[config.mk]
export PLATFORM = sky130hd
export DESIGN_NAME = regfile_wb_arbiter
export DESIGN_NICKNAME = d
export VERILOG_FILES = /design/src/rtl/regfile_wb_arbiter.sv
export SDC_FILE = /design/constraint.sdc
export NUM_CORES = 1
export LEC_CHECK = 0
export CORE_AREA = 5 5 117 119
export CTS_CLUSTER_DIAMETER = 150
export DETAILED_ROUTE_END_ITERATION = 7
export DIE_AREA = 0 0 122 124
export GPL_ROUTABILITY_DRIVEN = 0
export GPL_TIMING_DRIVEN = 0
export PLACE_DENSITY_LB_ADDON = 0.15
export SLEW_MARGIN = 10
export SYNTH_ARGS = -nofsm -noshare
export SYNTH_HDL_FRONTEND = slang
export SYNTH_SLANG_ARGS = --single-unit
[constraint.sdc]
create_clock -name clk -period 3.01 [get_ports clk]
set_clock_uncertainty 0.1 [all_clocks]
set_input_delay 0.602 -clock clk [delete_from_list [all_inputs] [get_ports clk]]
set_output_delay 0.602 -clock clk [all_outputs]
set_load 0.02 [all_outputs]
[src/rtl/regfile_wb_arbiter.sv]
// Writeback arbiter for the register file's single byte-enabled write port.
// Fixed priority with aging, a one-entry staging register, and read bypass of staged bytes.
module regfile_wb_arbiter #(
  parameter int NUM_REQ  = 3,
  parameter int MAX_WAIT = 4
) (
  input  logic                    clk,
  input  logic                    reset,
  input  logic [NUM_REQ-1:0]      req_valid,
  output logic [NUM_REQ-1:0]      req_ready,
  input  logic [NUM_REQ*5-1:0]    req_addr,
  input  logic [NUM_REQ*4-1:0]    req_be,
  input  logic [NUM_REQ*32-1:0]   req_data,
  output logic [3:0]              rf_we,
  output logic [4:0]              rf_waddr,
  output logic [31:0]             rf_wdata,
  input  logic [4:0]              rd_addr1,
  input  logic [31:0]             rf_rdata1,
  output logic [31:0]             rd_data1,
  input  logic [4:0]              rd_addr2,
  input  logic [31:0]             rf_rdata2,
  output logic [31:0]             rd_data2
);

  // Handshake: a request transfers on any cycle where req_valid[i] & req_ready[i];
  // the requester holds addr/be/data stable from valid until that cycle.

  localparam logic [3:0] MAX_W = 4'(MAX_WAIT);

  logic [NUM_REQ-1:0]        grant;
  logic                      found;
  logic [NUM_REQ-1:1][3:0]   wait_cnt_q, wait_cnt_d;
  logic                      stg_v_q, stg_v_d;
  logic [4:0]                stg_addr_q, stg_addr_d;
  logic [3:0]                stg_be_q, stg_be_d;
  logic [31:0]               stg_data_q, stg_data_d;

  // Starved requesters (counter saturated) outrank plain fixed priority.
  always_comb begin
    grant = '0;
    found = 1'b0;
    for (int i = 1; i < NUM_REQ; i++) begin
      if (!found && req_valid[i] && (wait_cnt_q[i] == MAX_W)) begin
        grant[i] = 1'b1;
        found    = 1'b1;
      end
    end
    for (int i = 0; i < NUM_REQ; i++) begin
      if (!found && req_valid[i]) begin
        grant[i] = 1'b1;
        found    = 1'b1;
      end
    end
    if (reset) grant = '0;
  end

  always_comb begin
    wait_cnt_d = '0;
    for (int i = 1; i < NUM_REQ; i++) begin
      if (req_valid[i] && !grant[i])
        wait_cnt_d[i] = (wait_cnt_q[i] == MAX_W) ? MAX_W : wait_cnt_q[i] + 4'd1;
    end
  end

  // Writes to r0 are accepted but staged with no byte enables.
  always_comb begin
    stg_v_d    = 1'b0;
    stg_addr_d = '0;
    stg_be_d   = '0;
    stg_data_d = '0;
    for (int i = 0; i < NUM_REQ; i++) begin
      if (grant[i]) begin
        stg_v_d    = 1'b1;
        stg_addr_d = req_addr[5*i +: 5];
        stg_be_d   = (req_addr[5*i +: 5] == 5'd0) ? 4'h0 : req_be[4*i +: 4];
        stg_data_d = req_data[32*i +: 32];
      end
    end
  end

  always_ff @(posedge clk) begin
    if (reset) begin
      wait_cnt_q <= '0;
      stg_v_q    <= 1'b0;
      stg_addr_q <= '0;
      stg_be_q   <= '0;
      stg_data_q <= '0;
    end else begin
      wait_cnt_q <= wait_cnt_d;
      stg_v_q    <= stg_v_d;
      stg_addr_q <= stg_addr_d;
      stg_be_q   <= stg_be_d;
      stg_data_q <= stg_data_d;
    end
  end

  assign req_ready = grant;
  // Gated by reset so a write staged just before reset never reaches the regfile.
  assign rf_we     = (stg_v_q && !reset) ? stg_be_q : 4'h0;
  assign rf_waddr  = stg_addr_q;
  assign rf_wdata  = stg_data_q;

  always_comb begin
    rd_data1 = rf_rdata1;
    rd_data2 = rf_rdata2;
    for (int j = 0; j < 4; j++) begin
      if (stg_v_q && (stg_addr_q == rd_addr1) && (rd_addr1 != 5'd0) && stg_be_q[j])
        rd_data1[8*j +: 8] = stg_data_q[8*j +: 8];
      if (stg_v_q && (stg_addr_q == rd_addr2) && (rd_addr2 != 5'd0) && stg_be_q[j])
        rd_data2[8*j +: 8] = stg_data_q[8*j +: 8];
    end
  end

endmodule

-- After elaboration in Yosys (flattened, before gate mapping)
Index checks and enable logic that the tools add are counted.
- bits in registers: 50
- bits in latches: 0
- bits in writable memories: 0
- memory bits (read-only): 0
- input port bits: 202
- output and inout bits: 108
- word-level logic and storage cells: 88
- memories: 0
- add/sub/neg operators: 2
- multiply operators: 0
- divide/modulo/power cells: 0
- $lt $le $gt $ge: 0
- equal/unequal tests: 4
- shifts and indexed selects: 0
- multiplexer cells: 35
- bitwise gates (word level): 2
- reductions and logical operators: 37
- operator list (cell ; count):
    $mux 32 ; 3
    $mux 8 ; 8
    $mux 4 ; 7
    $logic_and 1x1->1 ; 21
    $logic_not 5->1 ; 3
    $mux 5 ; 3
    $mux 1 ; 11
    $eq 5x5->1 ; 2
    $reduce_bool 5->1 ; 2
    $mux 3 ; 3
    $add 4x1->4 const B ; 2
    $eq 4x3->1 const B ; 2
    $logic_not 1->1 ; 7
    $reduce_or 3->1 ; 2
    $reduce_or 2->1 ; 2
    $not 1->1 ; 2

-- Depth between registers and ports, before layout
Gate-level depths: netlist of run 1.
- depth after elaboration: 21
- mapped depth: 8
- mapped depth without buffers: 6

-- Worst setup path after synthesis of run 1
No wires, ideal clock.
- path kind: in2out
- start point: in rd_addr1[4]
- end point: out rd_data1[0]
- arrival time: 1.788 ns
- data required time: 2.308 ns
- slack: 0.520 ns
- stages: 4
- buffers on the path: 0
- cells stage by stage: or2_2 -> o21ai_1 -> nand3_2 -> mux2_2
- word-level cells in the longest chain between the ends: 5
- elaborated cells between the ends (all ways): 6
- those cells by class: eq/ne: 1; mux: 1; reduce/logical: 4
- ends and longest elaborated chain (element ; line ; RTL):
    start, declared ; 17 ; input logic [4:0] rd_addr1,
    $eq 5x5->1 ; 107 ; if (stg_v_q && (stg_addr_q == rd_addr1) && (rd_addr1 != 5'd0) && stg_be_q[j])
    $logic_and 1x1->1 ; 107 ;
    $logic_and 1x1->1 * (2 in a row) ; 107 ;
    $mux 8 * ; 107 ;
    end, declared ; 19 ; output logic [31:0] rd_data1,
Mark *: on every way between the ends. The rest lies on a longest branch, timed or not.

-- Worst setup path in the final report of run 1
- start point: in rd_addr2[3]
- end point: out rd_data2[29]
- word-level cells in the longest chain between the ends: 5
- elaborated cells between the ends (all ways): 6
- those cells by class: eq/ne: 1; mux: 1; reduce/logical: 4
- ends and longest elaborated chain (element ; line ; RTL):
    start, declared ; 20 ; input logic [4:0] rd_addr2,
    $eq 5x5->1 ; 109 ; if (stg_v_q && (stg_addr_q == rd_addr2) && (rd_addr2 != 5'd0) && stg_be_q[j])
    $logic_and 1x1->1 ; 109 ;
    $logic_and 1x1->1 * (2 in a row) ; 109 ;
    $mux 8 * ; 109 ;
    end, declared ; 22 ; output logic [31:0] rd_data2
Marked as above.

==> results of run 1 <==
## through the flow
| step | area, sq um | hold WS, ps | total power, mW | setup slack, ps | setup TNS, ps |
|---|---|---|---|---|---|
| after floorplan | 3580 | 330 | 1.05 | 520 | 0 |
| after global routing | 7350 | 390 | 2.29 | 0.135 | 0 |
| after global placement | 6880 | 342 | 1.53 | -758 | -39540 |
| after detailed placement | 6880 | 351 | 1.54 | -780 | -42590 |
| final | 7350 | 363 | 2.18 | 67.8 | 0 |
| after CTS | 7290 | 368 | 2.20 | -180 | -1170 |
## flip-flops by register name (all words and copies together) (netlist names)
| name | count |
|---|---|
| rf_wdata | 32 |
| rf_waddr | 5 |
| stg_v_q | 1 |
| stg_be_q | 4 |
| wait_cnt_q | 8 |
## cell type report
type,count,area (sq um),share of cell area (%)
clock inverter,2,37.5,0.511
antenna,1,2.50,0.0341
sequential,50,1000,13.6
multi-input combinational,276,2640,35.9
tap,172,215,2.93
inverter,8,30.0,0.409
buffer,18,123,1.67
timing repair buffer,338,3180,43.2
clock buffer,6,129,1.75
## critical path, cell delays in order
cell and delay (ps):
dlygate4sd2_1 290, nor4_4 340, o21ai_4 90, buf_12 140
nand3_4 140, buf_6 130, mux2_2 340, buf_2 170
## metal layers
metal / GRT usage (%) / routed length (um) / vias up
li1: - / - / 2007
met1: 24.7 / 6490 / 2029
met3: 5.27 / 1320 / 18
met2: 39.7 / 8940 / 170
met4: 3.92 / 225 / 0
met5: 0 / 0 / -
## cell families (layout without fill, tap and decap cells)
kind of cell | after synthesis | count (layout) | share of synthesized area (%)
simple gates | 111 | 111 | 16.7
compound gates | 85 | 85 | 26.8
mux | 64 | 64 | 20.1
flops | 50 | 50 | 27.9
buf+inv | 27 | 372 | 4.12
xor+xnor | 12 | 12 | 2.93
fa+ha+maj | 4 | 4 | 1.40
other cells | 0 | 1 | 0
## power groups by stage
stage / combinational, mW / clock (mW) / sequential (mW)
after floorplan: 0.277 / 0 / 0.774
after global placement: 0.782 / 0 / 0.743
after detailed placement: 0.794 / 0 / 0.745
after CTS: 0.808 / 0.661 / 0.731
after global routing: 0.852 / 0.697 / 0.736
final: 0.805 / 0.645 / 0.731
## worst paths after layout
path	from	cells past startpoint	slack, ps	end
max	rd_addr2[3]	8	70	rd_data2[29]
min	wait_cnt_q[4]	1	360	wait_cnt_q[4]
max reg2reg	wait_cnt_q[0]	8	510	rf_waddr[0]
min reg2reg	wait_cnt_q[4]	1	360	wait_cnt_q[4]
## cells in the mapped netlist, types with 2 or more instances
cell      instances  area (sq um)
dfxtp_1          50          1000
a22oi_2          31           388
a21oi_1           2          10.0
buf_6             3          33.8
buf_2            10          50.1
a211oi_2         30           375
or4_1             3          22.5
or2_2             2          12.5
nand3_1           2          10.0
nor4_1            2          12.5
xnor2_1           2          17.5
o21ai_1           2          10.0
nand2_1          10          37.5
nor3_1            2          10.0
nand4b_1          2          17.5
a22oi_1           7          52.6
nor2_1           57           214
inv_1             7          26.3
nand3_2           8          80.1
nor3_2            2          20.0
clkbuf_1          2          7.51
xor2_1           10          87.6
and2_1            4          25.0
buf_4             3          22.5
ha_1              4          50.1
and3_1            3          18.8
a221o_1           4          40.0
a211oi_1          7          52.6
mux2_2           64           721
nor3b_1           4          30.0
## timing repair
item,CTS,global route
pin swaps,7,4
buffers inserted,27,3
gates cloned,0,0
setup endpoints to repair,67,63
gates resized for setup,296,21
hold buffers,0,0
==> impl_metrics.tcl, run 1 <==
set metrics [dict create \
    status "complete, no violations" \
    synth_seq_cells 50 \
    fin_crit_sh_pct 97.7 \
    grt_pass1_vias 4529 \
    drc 0 \
    portBuffers 308 \
    p_leak_nw 2.82 \
    die_area_sq_um 15100 \
    antenna_found_initial 1 \
    ir_drop_mv 0.231 \
    rows 41 \
    syn_nets 559 \
    setup_viol 0 \
    finalNonFillerCells 871 \
    slew_headroom_pct 36.4 \
    synth_warnings 0 \
    die_h_um 124 \
    cp.arrival_ps 2240 \
    synth_area_per_cell_sq_um 10.2 \
    pwr-share-seq_pct 33.5 \
    pwr-share-clk_pct 29.6 \
    overflow 0 \
    maxSlewViolCount 0 \
    clock_path_buffers 2 \
    worstSetupStartpointType "input pin" \
    power_density_nw_per_um2 297 \
    period_minus_slack_ps 2940 \
    numCtsBuffers 5 \
    layout_common_cells "clkdlybuf4s50_1 (229), mux2_2 (61), nor2_1 (56)" \
    end_kind "output pin" \
    power_frac_comb_pct 36.9 \
    first_iter_violations 98 \
    h-tree-depth 2 \
    netlist_area_sq_um 3580 \
    rsz0062_at_grt "false" \
    drive_above_1_share_pct 39.1 \
    layout_commonest_cell "clkdlybuf4s50_1" \
    die_x_um 122 \
    worst_pin_slew_ps 951 \
    clock_latency_ps 290 \
    required_ps 2310 \
    io_pins 310 \
    hold_path_class "reg2reg" \
    n_fill_cell 1121 \
    grt_max_degree 16 \
    wl_mm 17.0 \
    nNetsFinal 903 \
    path_max_fanout 8 \
    core_sq_um 12500 \
    start_util_pct 28.8 \
    power.share.switching_pct 28.7 \
    cts-root-buf "clkbuf_16" \
    via_count 4224 \
    synth.distinct_cells 44 \
    synth_seq_area_share_pct 27.9 \
    avgRoutedWirePerCell_um 19.5 \
    ys_async_sr_fraction_pct 0 \
    internal-power_mw 1.55 \
    power_switching_uw 627 \
    synth_edf_count 0 \
    path_clk_slew_ps 70 \
    timing.fmax_mhz 340 \
    first_pass_iters 4 \
    postSynthCellCount 353 \
    path_class "in2out" \
    synth_ff_type "dfxtp_1" \
    vias_per_cell 4.85 \
    post-place-cells 833 \
    grt_pass1_wl_mm 25.1 \
    cts_tree "built" \
    hold_viol_final 0 \
    clock-sinks 50 \
    dpl.hpwl_mm 13.7 \
    globalRouteTotalUtil_pct 21.2 \
    postRouteAntennaNets 0 \
    drv_cap 0 \
    area_growth_pct 105 \
    final_core_util_pct 58.9 \
]
No activity file was read; power rests on OpenSTA's default activity.
==> inputs of run 2 (changes only) <==
- MAX_ROUTING_LAYER: unset -> met4
==> run 2 against run 1 <==
Compared with the run above:
- global-route usage up 0.56 points
- register-to-register slack hardly changed
- sequential cell count unchanged
- combinational power barely moved
- critical path depth stayed put
- non-clock buffer count shrank 1
- worst hold slack hardly changed
- sequential power barely moved
- utilization is 0.060 points lower
- sequential share of layout area is essentially flat
- critical endpoint unchanged
- highest routed layer unchanged
==> impl_metrics.tcl, run 2 (synthesis results as in run 1) <==
set metrics [dict create \
    postRouteAntennaNets 0 \
    drv_cap 0 \
    layout_commonest_cell "clkdlybuf4s50_1" \
    wl_mm 16.9 \
    path_max_fanout 8 \
    timing.hold.ws_ps 364 \
    period_minus_slack_ps 2940 \
    fin_area_sq_um 7340 \
    finalNonFillerCells 870 \
    portBuffers 308 \
    worst_pin_slew_ps 928 \
    ir_drop_mv 0.232 \
    cp_slowest_cell "nor4_4" \
    first_iter_violations 117 \
    cp.arrival_ps 2240 \
    antenna_found_initial 1 \
    core_sq_um 12500 \
    largest_register_ffs 32 \
    via_count 4229 \
    worstSetupStartpointType "input pin" \
    setup_tns_ps 0 \
    nNetsFinal 902 \
    io_pins 310 \
    layout_common_cells "clkdlybuf4s50_1 (229), mux2_2 (61), nor2_1 (56)" \
    required_ps 2310 \
    grt_max_degree 16 \
    end_kind "output pin" \
    grt_pass1_vias 4537 \
    final_core_util_pct 58.9 \
    hold_viol_final 0 \
    slew_headroom_pct 37.9 \
    p_leak_nw 2.82 \
    overflow 0 \
    power_density_nw_per_um2 297 \
    min_from "wait_cnt_q[4]" \
    r2r_cells 8 \
    timing.fmax_mhz 340 \
    avgRoutedWirePerCell_um 19.4 \
    path_class "in2out" \
    post-place-cells 833 \
    drive_above_1_share_pct 39.0 \
    dpl.hpwl_mm 13.7 \
    grt_pass1_wl_mm 25.1 \
    path_clk_slew_ps 70 \
    dpl_cell_area_sq_um 6880 \
    vias_per_cell 4.86 \
    timing.critical_path.max_delay_family "buffers and inverters" \
    numCtsBuffers 5 \
    drc 0 \
    status "complete, no violations" \
    h-tree-depth 2 \
    setup_viol 0 \
    clock-sinks 50 \
    fin_crit_sh_pct 97.6 \
    die_area_sq_um 15100 \
    clock_latency_ps 290 \
    crit_path_cell_trace "dlygate4sd2_1 -> nor4_4 -> o21ai_4 -> buf_12 -> nand3_4 -> buf_6 -> mux2_2 -> buf_2" \
    critPathMaxStageDelay_ps 340 \
    cts-root-buf "clkbuf_16" \
    holdPathEnd "wait_cnt_q[4]" \
    holdPathStages 1 \
    area_growth_pct 105 \
    r2r_start "wait_cnt_q[0]" \
    rows 41 \
    r2r_setup_slack_ps 510 \
    start_util_pct 28.8 \
    rsz0062_at_grt "false" \
    hold_path_class "reg2reg" \
    globalRouteTotalUtil_pct 21.8 \
    crit_buf_inv 4 \
    hold_buffers 0 \
    cts_tree "built" \
    die_h_um 124 \
    first_pass_iters 4 \
    clock_path_buffers 2 \
    r2r_end "rf_waddr[1]" \
    die_x_um 122 \
    maxSlewViolCount 0 \
]
[run 2: cell count changes in the layout (fill, tap and decap cells not counted), sizes merged]
cell  delta
buf      -1
[run 2: how the worst max path moves through the flow]
| stage | from | to | slack [ps] | cells after the start |
|---|---|---|---|---|
| final | rd_addr2[3] | rd_data2[29] | 70 | 8 |
| after global routing | wait_cnt_q[4] | req_ready[2] | 0.1 | 8 |
| after CTS | req_valid[0] | req_ready[2] | -180 | 8 |
| after detailed placement | req_valid[1] | req_ready[2] | -780 | 8 |
| after global placement | req_valid[1] | req_ready[2] | -760 | 8 |
| after floorplan | rd_addr1[4] | rd_data1[0] | 520 | 4 |
[run 2: per-layer routing]
layer,global-route usage (%),vias to the layer above,part of all wire (%)
li1,-,2006,-
met2,39.8,172,53
met3,4.68,19,7.6
met4,3.92,0,1.3
met5,-,-,0
met1,24.9,2032,38
[run 2: cell type report]
| cell class | count | area (sq um) |
|---|---|---|
| plain buffers | 18 | 123 |
| clock inverters | 2 | 37.5 |
| multi-input cells | 276 | 2640 |
| repair buffers | 337 | 3170 |
| fillers | 1122 | 5120 |
| well taps | 172 | 215 |
| flip-flops and latches | 50 | 1000 |
| diodes | 1 | 2.50 |
| clock buffers | 6 | 129 |
| inverters | 8 | 30.0 |
[run 2: what timing repair did]
action | 4_1_cts | 5_1_grt
pin swaps | 7 | 4
setup buffers | 27 | 2
setup endpoints to repair | 67 | 63
gates resized for setup | 296 | 21
[run 2: through the flow]
step	setup slack [ps]	power [mW]
final	70.9	2.18
after global routing	0.131	2.28
after CTS	-180	2.20
after detailed placement	-780	1.54
after global placement	-758	1.53
after floorplan	520	1.05
[run 2: worst register-to-register path: cells and delay by family (launching register included)]
family	cells	cell delay, ps
simple gates	2	360
buf+inv	3	950
fa+ha+maj	1	250
compound gates	2	370
flops	1	390
[run 2: power breakdown]
group / switching (mW) / total [mW] / internal [mW] / leakage, nW
logic: 0.343 / 0.804 / 0.462 / 2.33
registers: 0.0317 / 0.731 / 0.699 / 0.412
clock network: 0.251 / 0.643 / 0.393 / 0.0771
total: 0.625 / 2.18 / 1.55 / 2.82
==> inputs of run 3 (changes only) <==
- clock period: 3.01 -> 3.62 ns (I/O delays scaled with it)
==> run 3 against run 2 <==
Compared with the run above:
- critical endpoint is now rd_data2[11]
- sequential power down 17%
- critical path depth down 1
- clock power down 17%
- largest power group unchanged
- sequential cell count unchanged
- utilization down 0.29 points
- final cell count down 1.8%
- total power down 17%
- setup slack worse by 100 ps
- the flow now finishes with violations (negative setup slack)
- via count down 3.1%
- final area down 0.49%
- register-to-register slack better by 650 ps
==> impl_metrics.tcl, run 3 (synthesis results as in run 1) <==
set metrics [dict create \
    status "complete, but fails checks" \
    violations "negative setup slack" \
    ir_drop_mv 0.188 \
    required_ps 2800 \
    worst_pin_slew_ps 934 \
    portBuffers 308 \
    power.share.switching_pct 28.3 \
    dpl_cell_area_sq_um 6880 \
    power_switching_uw 513 \
    grt_pass1_wl_mm 24.5 \
    grt_pass1_vias 4348 \
    fin_area_sq_um 7300 \
    timing.fmax_mhz 274 \
    pwr-share-clk_pct 29.5 \
    drive_above_1_share_pct 27.1 \
    clock_latency_ps 290 \
    post-place-cells 833 \
    drc 0 \
    globalRouteTotalUtil_pct 21.2 \
    maxSlewViolCount 0 \
    crit_path_cell_trace "clkdlybuf4s50_1 -> nor4_2 -> o21ai_4 -> buf_4 -> nand3_4 -> mux2_2 -> clkdlybuf4s50_1" \
    die_area_sq_um 15100 \
    wl_mm 16.5 \
    core_sq_um 12500 \
    crit_top_cell "clkdlybuf4s50_1" \
    rows 41 \
    h-tree-depth 2 \
    numCtsBuffers 5 \
    first_pass_iters 4 \
    layout_common_cells "clkdlybuf4s50_1 (253), mux2_2 (64), nor2_1 (56)" \
    first_iter_violations 110 \
    path_clk_slew_ps 70 \
    p_leak_nw 2.81 \
    hold_path_class "reg2reg" \
    power_density_nw_per_um2 248 \
    internal-power_mw 1.30 \
    timing.critical_path.max_delay_family "buffers and inverters" \
    path_max_fanout 4 \
    cp_slowest_cell "clkdlybuf4s50_1" \
    crit_buf_inv 3 \
    antenna_found_initial 0 \
    place_ws_ps -414 \
    die_x_um 122 \
    period_minus_slack_ps 3650 \
    drv_cap 0 \
    pwr-share-seq_pct 33.4 \
    dpl.hpwl_mm 13.7 \
    cts_tree "built" \
    diodes 0 \
    nNetsFinal 887 \
    grt_max_degree 16 \
    postLayoutSetupSlackWorst_ps -34.0 \
    die_h_um 124 \
    clock-sinks 50 \
    cp.arrival_ps 2830 \
    layout_commonest_cell "clkdlybuf4s50_1" \
    timing.hold.ws_ps 363 \
    worstSetupStartpointType "input pin" \
    end_kind "output pin" \
    slew_headroom_pct 37.5 \
    rsz0062_at_grt "true" \
    fin_crit_sh_pct 101 \
    area_growth_pct 104 \
    hold_viol_final 0 \
    setup_viol 2 \
    io_pins 310 \
    critPathMaxStageDelay_ps 540 \
    via_count 4099 \
    avgRoutedWirePerCell_um 19.3 \
    hold_buffers 0 \
    holdPathStages 1 \
    cts-root-buf "clkbuf_16" \
    largest_register_ffs 32 \
    postRouteAntennaNets 0 \
    start_util_pct 28.8 \
    power_frac_comb_pct 37.1 \
    clock_path_buffers 2 \
    vias_per_cell 4.80 \
    overflow 0 \
    r2r_cells 7 \
    cp_num_cells 7 \
    path_class "in2out" \
    finalNonFillerCells 854 \
]
==> run 3: routing by layer <==
| layer | part of all wire [%] | GRT usage, % |
|---|---|---|
| met5 | 0 | - |
| met4 | 0.84 | 3.36 |
| met3 | 7.1 | 4.50 |
| met2 | 53 | 39.0 |
| met1 | 39 | 24.3 |
==> run 3: per-stage QoR <==
step | total power, mW | setup TNS, ps | utilization, %
after floorplan | 0.874 | 0 | -
after global placement | 1.27 | -15490 | 55.2
after detailed placement | 1.28 | -18540 | 55.2
after CTS | 1.83 | -2410 | 57.4
after global routing | 1.90 | -939 | 58.6
final | 1.81 | -43.6 | 58.6
==> run 3: final timing paths <==
| check | start | endpoint | slack [ps] |
|---|---|---|---|
| worst max-delay path | rd_addr2[0] | rd_data2[11] | -30 |
| worst min-delay path | wait_cnt_q[4] | wait_cnt_q[4] | 360 |
| worst max register to register | wait_cnt_q[4] | rf_waddr[1] | 1160 |
| worst min register to register | wait_cnt_q[4] | wait_cnt_q[4] | 360 |
==> run 3: cell type report <==
class	instances	area, sq um
Clock inverter	2	37.5
Multi-Input combinational cell	276	2570
Sequential cell	50	1000
Clock buffer	6	129
Buffer	19	123
Fill cell	1137	5160
Inverter	8	30.0
Timing Repair Buffer	321	3200
Tap cell	172	215
==> run 3: power by group through the flow <==
stage	Clock, mW	Sequential (mW)	Combinational (mW)
after global placement	0	0.618	0.651
final	0.535	0.606	0.674
after CTS	0.550	0.607	0.670
after global routing	0.576	0.611	0.713
after floorplan	0	0.643	0.231
after detailed placement	0	0.619	0.660
==> run 3: worst reg2reg max path, stage by stage (launching register included) <==
cell	delay, ps
dfxtp_1	370
inv_1	60
ha_1	240
and4b_4	250
o41ai_4	750
buf_6	270
a22oi_2	70
a211oi_2	260
==> run 3: repair_timing <==
| item | CTS | global route |
|---|---|---|
| gates resized for setup | 60 | 17 |
| hold endpoints to repair | 0 | 0 |
| endpoints found under the setup margin | 65 | 25 |
| pin swaps | 3 | 4 |
| setup buffers | 3 | 10 |
